--- src/rtl/hub75_row_monitor_pkg.sv ---
// Shared HUB75 display types: colour indices and the sampled pin bundle.
package led_display_package;

   localparam int HUB75_COLOURS = 3;
   localparam int HUB75_LANES   = 2;
   localparam int HUB75_ADDR_W  = 4;

   typedef enum logic [1:0] {
      BLUE  = 2'd0,
      GREEN = 2'd1,
      RED   = 2'd2
   } colour_e;

   typedef struct packed {
      logic                                  bclk;
      logic                                  le;
      logic                                  oe_n;
      logic [HUB75_ADDR_W-1:0]               addr;
      logic [HUB75_COLOURS*HUB75_LANES-1:0]  rgb;
   } hub75_pins_t;

endpackage

--- src/rtl/hub75_row_monitor_if.sv ---
// Rebuilt-row delivery channel: one-deep buffer with valid/ready.
interface hub75_row_monitor_if
   import led_display_package::*;
#(
   parameter int NUM_COLS   = 64,
   parameter int NUM_LANES  = 2,
   parameter int ADDR_WIDTH = 4
);
   logic                                      row_valid;
   logic                                      row_ready;
   logic [HUB75_COLOURS*NUM_LANES*NUM_COLS-1:0] row_data;
   logic [ADDR_WIDTH-1:0]                     row_addr;

   modport master (
      output row_valid, row_data, row_addr,
      input  row_ready
   );

   modport slave (
      input  row_valid, row_data, row_addr,
      output row_ready
   );
endinterface

--- src/rtl/hub75_row_monitor_sampler.sv ---
// Two-stage register of the HUB75 pins with rising-edge strobes.
module hub75_pin_sampler
   import led_display_package::*;
#(
   parameter type pins_t = hub75_pins_t
) (
   input  logic  clk,
   input  logic  n_reset,
   input  pins_t pins_i,
   output pins_t pins_o,
   output logic  bclk_rise_o,
   output logic  le_rise_o,
   output logic  oe_rise_o
);

   pins_t a_q;
   pins_t b_q;
   logic  unused_b;

   always_ff @(posedge clk or negedge n_reset) begin
      if (!n_reset) begin
         a_q      <= '0;
         a_q.oe_n <= 1'b1;
         b_q      <= '0;
         b_q.oe_n <= 1'b1;
      end else begin
         a_q <= pins_i;
         b_q <= a_q;
      end
   end

   assign pins_o      = a_q;
   assign bclk_rise_o = a_q.bclk & ~b_q.bclk;
   assign le_rise_o   = a_q.le & ~b_q.le;
   assign oe_rise_o   = a_q.oe_n & ~b_q.oe_n;
   assign unused_b    = ^{b_q.addr, b_q.rgb};

endmodule

--- src/rtl/hub75_row_monitor.sv ---
// HUB75 bus monitor: rebuilds shifted rows, checks length, times OE.
module hub75_row_monitor
   import led_display_package::*;
#(
   parameter int NUM_COLS   = 64,
   parameter int NUM_LANES  = 2,
   parameter int ADDR_WIDTH = 4,
   parameter int OE_CNT_W   = 16
) (
   input  logic                               clk,
   input  logic                               n_reset,
   input  logic                               bclk,
   input  logic [HUB75_COLOURS*NUM_LANES-1:0] rgb,
   input  logic [ADDR_WIDTH-1:0]              addr,
   input  logic                               oe_n,
   input  logic                               le,
   hub75_row_monitor_if.master                row_if,
   output logic                               row_len_err,
   output logic                               overflow,
   output logic [OE_CNT_W-1:0]                oe_cycles,
   output logic                               oe_valid
);

   localparam int PLANES = HUB75_COLOURS * NUM_LANES;
   localparam int ROW_W  = PLANES * NUM_COLS;
   localparam int CNT_W  = $clog2(NUM_COLS + 2);
   localparam logic [CNT_W-1:0] CNT_FULL = CNT_W'(NUM_COLS);
   localparam logic [CNT_W-1:0] CNT_MAX  = CNT_W'(NUM_COLS + 1);

   typedef struct packed {
      logic                  bclk;
      logic                  le;
      logic                  oe_n;
      logic [ADDR_WIDTH-1:0] addr;
      logic [PLANES-1:0]     rgb;
   } pins_t;

   pins_t pins;
   pins_t pins_a;
   logic  bclk_rise, le_rise, oe_rise;
   logic  unused_a;

   assign pins = '{bclk: bclk, le: le, oe_n: oe_n, addr: addr, rgb: rgb};
   assign unused_a = pins_a.bclk ^ pins_a.le;

   hub75_pin_sampler #(
      .pins_t(pins_t)
   ) u_sampler (
      .clk        (clk),
      .n_reset    (n_reset),
      .pins_i     (pins),
      .pins_o     (pins_a),
      .bclk_rise_o(bclk_rise),
      .le_rise_o  (le_rise),
      .oe_rise_o  (oe_rise)
   );

   logic [ROW_W-1:0]      shift_q, shift_d;
   logic [CNT_W-1:0]      cnt_q, cnt_d;
   logic                  done_q, done_d;
   logic                  err_q, err_d;
   logic [ADDR_WIDTH-1:0] le_addr_q, le_addr_d;
   logic                  valid_q, valid_d;
   logic [ROW_W-1:0]      data_q, data_d;
   logic [ADDR_WIDTH-1:0] raddr_q, raddr_d;
   logic                  len_err_q, ovf_q, ovf_d;
   logic [OE_CNT_W-1:0]   oe_cnt_q, oe_cnt_d;
   logic [OE_CNT_W-1:0]   oe_hold_q, oe_hold_d;
   logic [OE_CNT_W-1:0]   oe_cyc_q, oe_cyc_d;
   logic                  oe_evt_q, oe_evt_d;
   logic                  oe_valid_q;

   // Shift happens before the LE check so a coincident 64th edge counts.
   always_comb begin
      shift_d   = shift_q;
      cnt_d     = cnt_q;
      done_d    = 1'b0;
      err_d     = 1'b0;
      le_addr_d = le_addr_q;
      if (bclk_rise) begin
         for (int p = 0; p < PLANES; p++) begin
            shift_d[p*NUM_COLS +: NUM_COLS] =
               {shift_q[p*NUM_COLS +: NUM_COLS-1], pins_a.rgb[p]};
         end
         if (cnt_q != CNT_MAX) cnt_d = cnt_q + CNT_W'(1);
      end
      if (le_rise) begin
         done_d    = (cnt_d == CNT_FULL);
         err_d     = (cnt_d != CNT_FULL);
         le_addr_d = pins_a.addr;
         cnt_d     = '0;
      end
   end

   always_comb begin
      valid_d = valid_q;
      data_d  = data_q;
      raddr_d = raddr_q;
      ovf_d   = 1'b0;
      if (valid_q && row_if.row_ready) valid_d = 1'b0;
      if (done_q) begin
         if (!valid_q || row_if.row_ready) begin
            valid_d = 1'b1;
            data_d  = shift_q;
            raddr_d = le_addr_q;
         end else begin
            ovf_d = 1'b1;
         end
      end
   end

   always_comb begin
      oe_cnt_d  = oe_cnt_q;
      oe_hold_d = oe_hold_q;
      oe_evt_d  = 1'b0;
      oe_cyc_d  = oe_cyc_q;
      if (!pins_a.oe_n && oe_cnt_q != '1) oe_cnt_d = oe_cnt_q + OE_CNT_W'(1);
      if (oe_rise) begin
         oe_hold_d = oe_cnt_q;
         oe_evt_d  = 1'b1;
         oe_cnt_d  = '0;
      end
      if (oe_evt_q) oe_cyc_d = oe_hold_q;
   end

   always_ff @(posedge clk or negedge n_reset) begin
      if (!n_reset) begin
         shift_q    <= '0;
         cnt_q      <= '0;
         done_q     <= 1'b0;
         err_q      <= 1'b0;
         le_addr_q  <= '0;
         valid_q    <= 1'b0;
         data_q     <= '0;
         raddr_q    <= '0;
         len_err_q  <= 1'b0;
         ovf_q      <= 1'b0;
         oe_cnt_q   <= '0;
         oe_hold_q  <= '0;
         oe_cyc_q   <= '0;
         oe_evt_q   <= 1'b0;
         oe_valid_q <= 1'b0;
      end else begin
         shift_q    <= shift_d;
         cnt_q      <= cnt_d;
         done_q     <= done_d;
         err_q      <= err_d;
         le_addr_q  <= le_addr_d;
         valid_q    <= valid_d;
         data_q     <= data_d;
         raddr_q    <= raddr_d;
         len_err_q  <= err_q;
         ovf_q      <= ovf_d;
         oe_cnt_q   <= oe_cnt_d;
         oe_hold_q  <= oe_hold_d;
         oe_cyc_q   <= oe_cyc_d;
         oe_evt_q   <= oe_evt_d;
         oe_valid_q <= oe_evt_q;
      end
   end

   assign row_if.row_valid = valid_q;
   assign row_if.row_data  = data_q;
   assign row_if.row_addr  = raddr_q;
   assign row_len_err      = len_err_q;
   assign overflow         = ovf_q;
   assign oe_cycles        = oe_cyc_q;
   assign oe_valid         = oe_valid_q;

endmodule

--- src/flat_wrapper.sv ---
// flat-port wrapper written by rule: the top's interface ports become plain ports
module hub75_row_monitor_flat import led_display_package::*;
#(
   parameter int NUM_COLS   = 64,
   parameter int NUM_LANES  = 2,
   parameter int ADDR_WIDTH = 4,
   parameter int OE_CNT_W   = 16
)
  (clk, n_reset, bclk, rgb, addr, oe_n, le, row_len_err, overflow, oe_cycles, oe_valid, row_if_row_valid, row_if_row_data, row_if_row_addr, row_if_row_ready);
  hub75_row_monitor_if #(.NUM_COLS(NUM_COLS), .NUM_LANES(NUM_LANES), .ADDR_WIDTH(ADDR_WIDTH)) row_if_i ();
  input  logic clk;
  input  logic n_reset;
  input  logic bclk;
  input  logic [HUB75_COLOURS*NUM_LANES-1:0] rgb;
  input  logic [ADDR_WIDTH-1:0] addr;
  input  logic oe_n;
  input  logic le;
  output logic row_len_err;
  output logic overflow;
  output logic [OE_CNT_W-1:0] oe_cycles;
  output logic oe_valid;
  output wire logic [$bits(row_if_i.row_valid)-1:0] row_if_row_valid;
  output wire logic [$bits(row_if_i.row_data)-1:0] row_if_row_data;
  output wire logic [$bits(row_if_i.row_addr)-1:0] row_if_row_addr;
  input wire logic [$bits(row_if_i.row_ready)-1:0] row_if_row_ready;
  assign row_if_row_valid = row_if_i.row_valid;
  assign row_if_row_data = row_if_i.row_data;
  assign row_if_row_addr = row_if_i.row_addr;
  assign row_if_i.row_ready = row_if_row_ready;
  hub75_row_monitor #(.NUM_COLS(NUM_COLS), .NUM_LANES(NUM_LANES), .ADDR_WIDTH(ADDR_WIDTH), .OE_CNT_W(OE_CNT_W)) u_core (.clk(clk), .n_reset(n_reset), .bclk(bclk), .rgb(rgb), .addr(addr), .oe_n(oe_n), .le(le), .row_if(row_if_i), .row_len_err(row_len_err), .overflow(overflow), .oe_cycles(oe_cycles), .oe_valid(oe_valid));
endmodule
--- config.mk ---
export PLATFORM = sky130hd
export DESIGN_NAME = hub75_row_monitor_flat
export DESIGN_NICKNAME = d
export VERILOG_FILES = /design/src/rtl/hub75_row_monitor_pkg.sv /design/src/rtl/hub75_row_monitor_if.sv /design/src/rtl/hub75_row_monitor_sampler.sv /design/src/rtl/hub75_row_monitor.sv /design/src/flat_wrapper.sv
export SDC_FILE = /design/constraint.sdc
export NUM_CORES = 1
export LEC_CHECK = 0
export BUFFER_PORTS_ARGS = -buffer_cell sky130_fd_sc_hd__buf_2
export CORE_MARGIN = 2
export CORE_UTILIZATION = 35
export CTS_CLUSTER_DIAMETER = 50
export DETAILED_ROUTE_END_ITERATION = 8
export PLACE_DENSITY = 0.59
export SETUP_SLACK_MARGIN = 0.15
export SLEW_MARGIN = 20
export SYNTH_ARGS = -nofsm -noshare
export SYNTH_HDL_FRONTEND = slang
export SYNTH_HIERARCHICAL = 1
export SYNTH_SLANG_ARGS = --single-unit
--- constraint.sdc ---
create_clock -name clk -period 1.98 [get_ports clk]
set_input_delay 0.099 -clock clk [delete_from_list [all_inputs] [get_ports clk]]
set_output_delay 0.099 -clock clk [all_outputs]
set_load 0.03 [all_outputs]
After elaboration in Yosys (flattened, before gate mapping). Index checks and enable logic that the tools add are counted.

Flip-flop bits (word level): 854. Bits of input ports: 16. Logic and storage cells: 55. Output and inout port bits: 408.

Bitwise operators: 6. Reductions and logical operators: 7. Equal/unequal tests: 4. Add/sub/neg operators: 2. Muxes and demuxes: 13.

Operators with widths (count): $mux W16 (2); $mux W7 (3); $add A16 B1 Y16 const B (1); $ne A16 B16 Y1 const B (1); $ne A7 B7 Y1 const B (2); $mux W1 (8); $add A7 B1 Y7 const B (1); $eq A7 B7 Y1 const B (1); $and A1 B1 Y1 (3); $not A1 Y1 (3); $logic_and A1 B1 Y1 (2); $logic_not A1 Y1 (2); $reduce_and A2 Y1 (1); $reduce_bool A2 Y1 (1); $logic_or A1 B1 Y1 (1).

Longest topological paths before layout.
Depth in word-level cells: 5. Depth in mapped cells: 7. Gate-level depth less buffers: 6.

Cells and area by module. The synthesis kept the hierarchy.

Modules (own cells, without submodules): hub75_row_monitor (seq. area each 20970.1 µm², area an instance 31397.6 µm², cells each 1857, times used 1); hub75_pin_sampler (seq. area each 402.9 µm², area an instance 444.2 µm², cells each 19, times used 1).

Least setup slack after synthesis. No wires, ideal clock.

Kind: register -> register. Start: register u_core.valid_q, in the netlist u_core/row_if.row_valid. End: register u_core.data_q[363], in the netlist u_core/row_if.row_data[363]. Cell stages (with the launch flop): 6. Period minus slack after synthesis: 1666 ps. Arrival: 1542 ps. Setup time: 125 ps. Path slack: 314 ps. Cells stage by stage: dfrtp_1 > nand2b_1 > nand2_1 > buf_2 > buf_4 > mux2_2.

Cells in the longest elaborated chain, start to end: 3.

RTL lines: from (decl) (line hub75_row_monitor.sv:63) `logic valid_q, valid_d;`; from (signal assigned) (line hub75_row_monitor.sv:149) `valid_q <= valid_d;`; $logic_not A1 Y1 (line hub75_row_monitor.sv:102) `if (!valid_q || row_if.row_ready) begin`; $logic_or A1 B1 Y1 (line hub75_row_monitor.sv:102); $reduce_and A2 Y1 (no line); to (signal assigned) (line hub75_row_monitor.sv:150) `data_q <= data_d;`; to (decl) (line hub75_row_monitor.sv:64) `logic [ROW_W-1:0] data_q, data_d;`.

Every way passes these cells. A chain may end at the register's enable or synchronous reset.

Worst setup path after layout.
Start: register u_core.oe_cnt_q[12]. End: register u_core.oe_cnt_q[9].

Cells in the longest elaborated chain, start to end: 3.

RTL lines: from (decl) (line hub75_row_monitor.sv:67) `logic [OE_CNT_W-1:0] oe_cnt_q, oe_cnt_d;`; from (signal assigned) (line hub75_row_monitor.sv:154) `oe_cnt_q <= oe_cnt_d;`; $ne A16 B16 Y1 (line hub75_row_monitor.sv:117) `if (!pins_a.oe_n && oe_cnt_q != '1) oe_cnt_d = oe_cnt_q + OE_CNT_W'(1);`; $logic_and A1 B1 Y1 (line hub75_row_monitor.sv:117); $reduce_bool A2 Y1 (no line).

Every way passes these cells.

==> reports/qor.yml <==
layout_worst_path_cycle_share_pct: 84.8
dominantRegCellSynth: "sky130_fd_sc_hd__dfrtp_1"
htreeDepth: 3
yosysMostFrequentCell: "sky130_fd_sc_hd__dfrtp_1"
clock_transition_time_at_the_flip_flop_clock_pins_of_the_worst_setup_and_hold_paths_ps: 60
synth-seq-cells: 854
antenna_violating_nets_post_route: 0
grt_pass1_wl_um: 107000
seqPwrFrac_pct: 47.3
grt_setup_unrepaired: "false"
tightest_hold_check_type: "primary input to flop"
post_cts.repair.setup_buffers: 0
synthToLayoutAreaGrowth_pct: 24.3
synth.cell_area_mm2: 0.0318
insertion_delay_ps: 660
drtIter0Drc: 756
worstPathRequired_ps: 2510
yosysSeqAreaShare_pct: 67.1
clock_skew_ps: 31.3
placementRows: 110
top_level_ports: 424
wire_per_inst_um: 18.5
p_sw_mw: 9.09
numPortBuffers: 423
timing.critical_path.from_type: "flop"
commonest_cells_in_the_synthesized_netlist: "852 x sky130_fd_sc_hd__dfrtp_1, 808 x sky130_fd_sc_hd__mux2_2, 52 x sky130_fd_sc_hd__buf_2"
avgViaCountPerCell: 4.70
globalRouteOverflowTotal: 0
synth_area_per_cell_um2: 17.0
crit-reg2reg-launch: "u_core/oe_cnt_q[12]"
cap_viol_max_count: 0
final.hold.worst_slack_ps: 70.0
cp-end-kind: "flop"
synth.lib_cells_used.distinct: 42
worst_slew_pin_slew_ps: 758
finalWirelength_um: 67500
finalSetupTns_ps: 0
yosys.area.top_type: "sky130_fd_sc_hd__dfrtp_1"
total_die_area_mm2: 0.0934
dpl.hpwl_um: 46200
cts_root_buffer: "sky130_fd_sc_hd__clkbuf_16"
timing.slew.headroom_pct: 49.4
post_synth_inst_count: 1876
crit_start: "u_core/oe_cnt_q[12]"
grt_pass1_vias: 18400
yosysWarnings: 6
p_clk_share_pct: 47.7
power_leakage_nw: 21.2
power.density_cell_area_mw_per_mm2: 1030
finalHoldViolCount: 0
grt_use_total_pct: 14.4
final.fill_count: 7950
irDropWorstVdd_uv: 624
critPathMaxFanout: 11
drive_gt1_share_pct: 60.0
cts.sink_count: 854
finalSetupViolCount: 0
placed_area_mm2: 0.0358
initial_antenna_violation_count: 2
cellInternalPower_mw: 31.7
synth-async-reset-ratio_pct: 100
mappedNetlistNets: 1895
drv_slew: 0
gp_routability_congestion: 0.751
path_class: "flop to flop"
final.min_clock_period_ps: 1680
floorplan.die.width_um: 306
worst-r2r-cell-count: 5
cts.path.max_buffers: 3
min_delay_path_depth: 2
min-delay-start: "rgb[5]"
route.vias.total: 17200
count_of_flip_flops_with_a_built_in_enable_after_synthesis: 0
antenna_cells: 0
nNetsFinal: 2418
outcome: "complete, no violations"
grt_start_max_net_pins: 89
yosys.area.top_type_share_pct: 67.0
postLayoutCellArea_mm2: 0.0396
power.combinational.fraction_pct: 5.0
yosys-top-cells-area: "sky130_fd_sc_hd__dfrtp_1 67%, sky130_fd_sc_hd__mux2_2 29%, sky130_fd_sc_hd__buf_2 0.82%"
dieHeight_um: 306
timing.critical_path.arrival_ps: 2210
cts_tree: "done"
sw_frac_of_total_pct: 22.3
cts_inserted_buffers: 100
max_clock_freq_mhz: 596
first_pass_iters: 4
post-route-drc-count: 0
core-area_mm2: 0.0901
floorplan.initialDensity_pct: 35.3
[power groups by stage]
stage | combinational (mW) | clock (mW) | sequential, mW
floorplan | 1.27 | 0 | 19.3
global placement | 1.96 | 0 | 19.6
CTS | 2.08 | 20.0 | 19.3
detailed placement | 2.04 | 0 | 19.6
finish | 2.02 | 19.4 | 19.3
global route | 2.24 | 20.8 | 19.4
[critical path, cell delays in order (launching register included)]
cell,delay [ps]
sky130_fd_sc_hd__dfrtp_1,430
sky130_fd_sc_hd__and4_4,280
sky130_fd_sc_hd__nand4_2,300
sky130_fd_sc_hd__o2111ai_1,320
sky130_fd_sc_hd__xor2_1,170
sky130_fd_sc_hd__nor2_1,50
[area by class of cell]
cell class | instances | area [µm²] | share of cell area [%]
sequential | 854 | 21400 | 54.0
multi-input combinational | 924 | 9920 | 25.1
timing repair buffer | 515 | 3240 | 8.19
clock buffer | 132 | 2800 | 7.08
tap | 1176 | 1470 | 3.72
clock inverter | 51 | 758 | 1.92
inverter | 4 | 15.0 | 0.0379
[stage by stage]
| stage | total power [mW] | utilization [%] | worst slack (ps) | instances |
|---|---|---|---|---|
| final | 40.8 | 43.9 | 301 | 3656 |
| after global routing | 42.5 | 43.9 | 173 | 3656 |
| after CTS | 41.4 | 43.9 | 266 | 3656 |
| after detailed placement | 21.7 | 39.8 | 278 | 3457 |
| after global placement | 21.5 | 39.8 | 300 | 3457 |
| after floorplan | 20.6 | - | 314 | 1876 |
[layout by cell type (no fill, tap or decap), drive strengths merged, types with 4 or more instances in the layout]
| cell | count |
|---|---|
| and2 | 4 |
| and3 | 6 |
| buf | 500 |
| bufinv | 16 |
| clkbuf | 132 |
| clkinv | 19 |
| clkinvlp | 5 |
| dfrtp | 852 |
| dlygate4sd3 | 15 |
| inv | 15 |
| mux2 | 808 |
| nand2 | 9 |
| nand3 | 4 |
| nand4 | 6 |
| nor2 | 24 |
| nor2b | 4 |
| o21ai | 5 |
| xnor2 | 5 |
| xor2 | 15 |
[state kept, by name, summed over array words and instances, names as in the netlist, 7 cells and up]
name	flops
u_core/oe_hold_q	16
u_core/u_sampler/pins_o	13
u_core/oe_cycles	16
u_core/shift_q	384
u_core/cnt_q	7
u_core/row_if.row_data	384
u_core/oe_cnt_q	16
[logic make-up after synthesis]
group	synth area share, %
AOI/OAI and AO/OA	0.483
xor gates and xnor gates	0.550
adders and majority gates	0.118
buffers and inverters	1.78
DFF	67.1
muxes	28.6
and+or+nand+nor	1.34
[path summary, 6_finish.rpt]
path | to | slack (ps)
setup / recovery | u_core/oe_cnt_q[9] | 300
min in group asynchronous | u_core/shift_q[86] | 240
setup reg to reg | u_core/oe_cnt_q[9] | 300
hold / removal | u_core/u_sampler/pins_o[5] | 70
max in group asynchronous | u_core/row_if.row_data[35] | 1210
hold reg to reg | u_core/row_len_err | 360
[layer usage]
layer | GRT usage, % | share of wire [%] | vias to the layer above
li1 | - | - | 7724
met1 | 19.0 | 44 | 8956
met2 | 23.1 | 48 | 387
met3 | 4.31 | 6.5 | 105
met4 | 4.24 | 2.0 | 0
met5 | 0 | 0 | -
[repair_timing]
item / CTS / global route
resized for setup: 0 / 1
hold endpoints to repair: 756 / 0
setup endpoints to repair: 0 / 3
hold buffers: 16 / 0
Power figures use the tool's default switching activity.
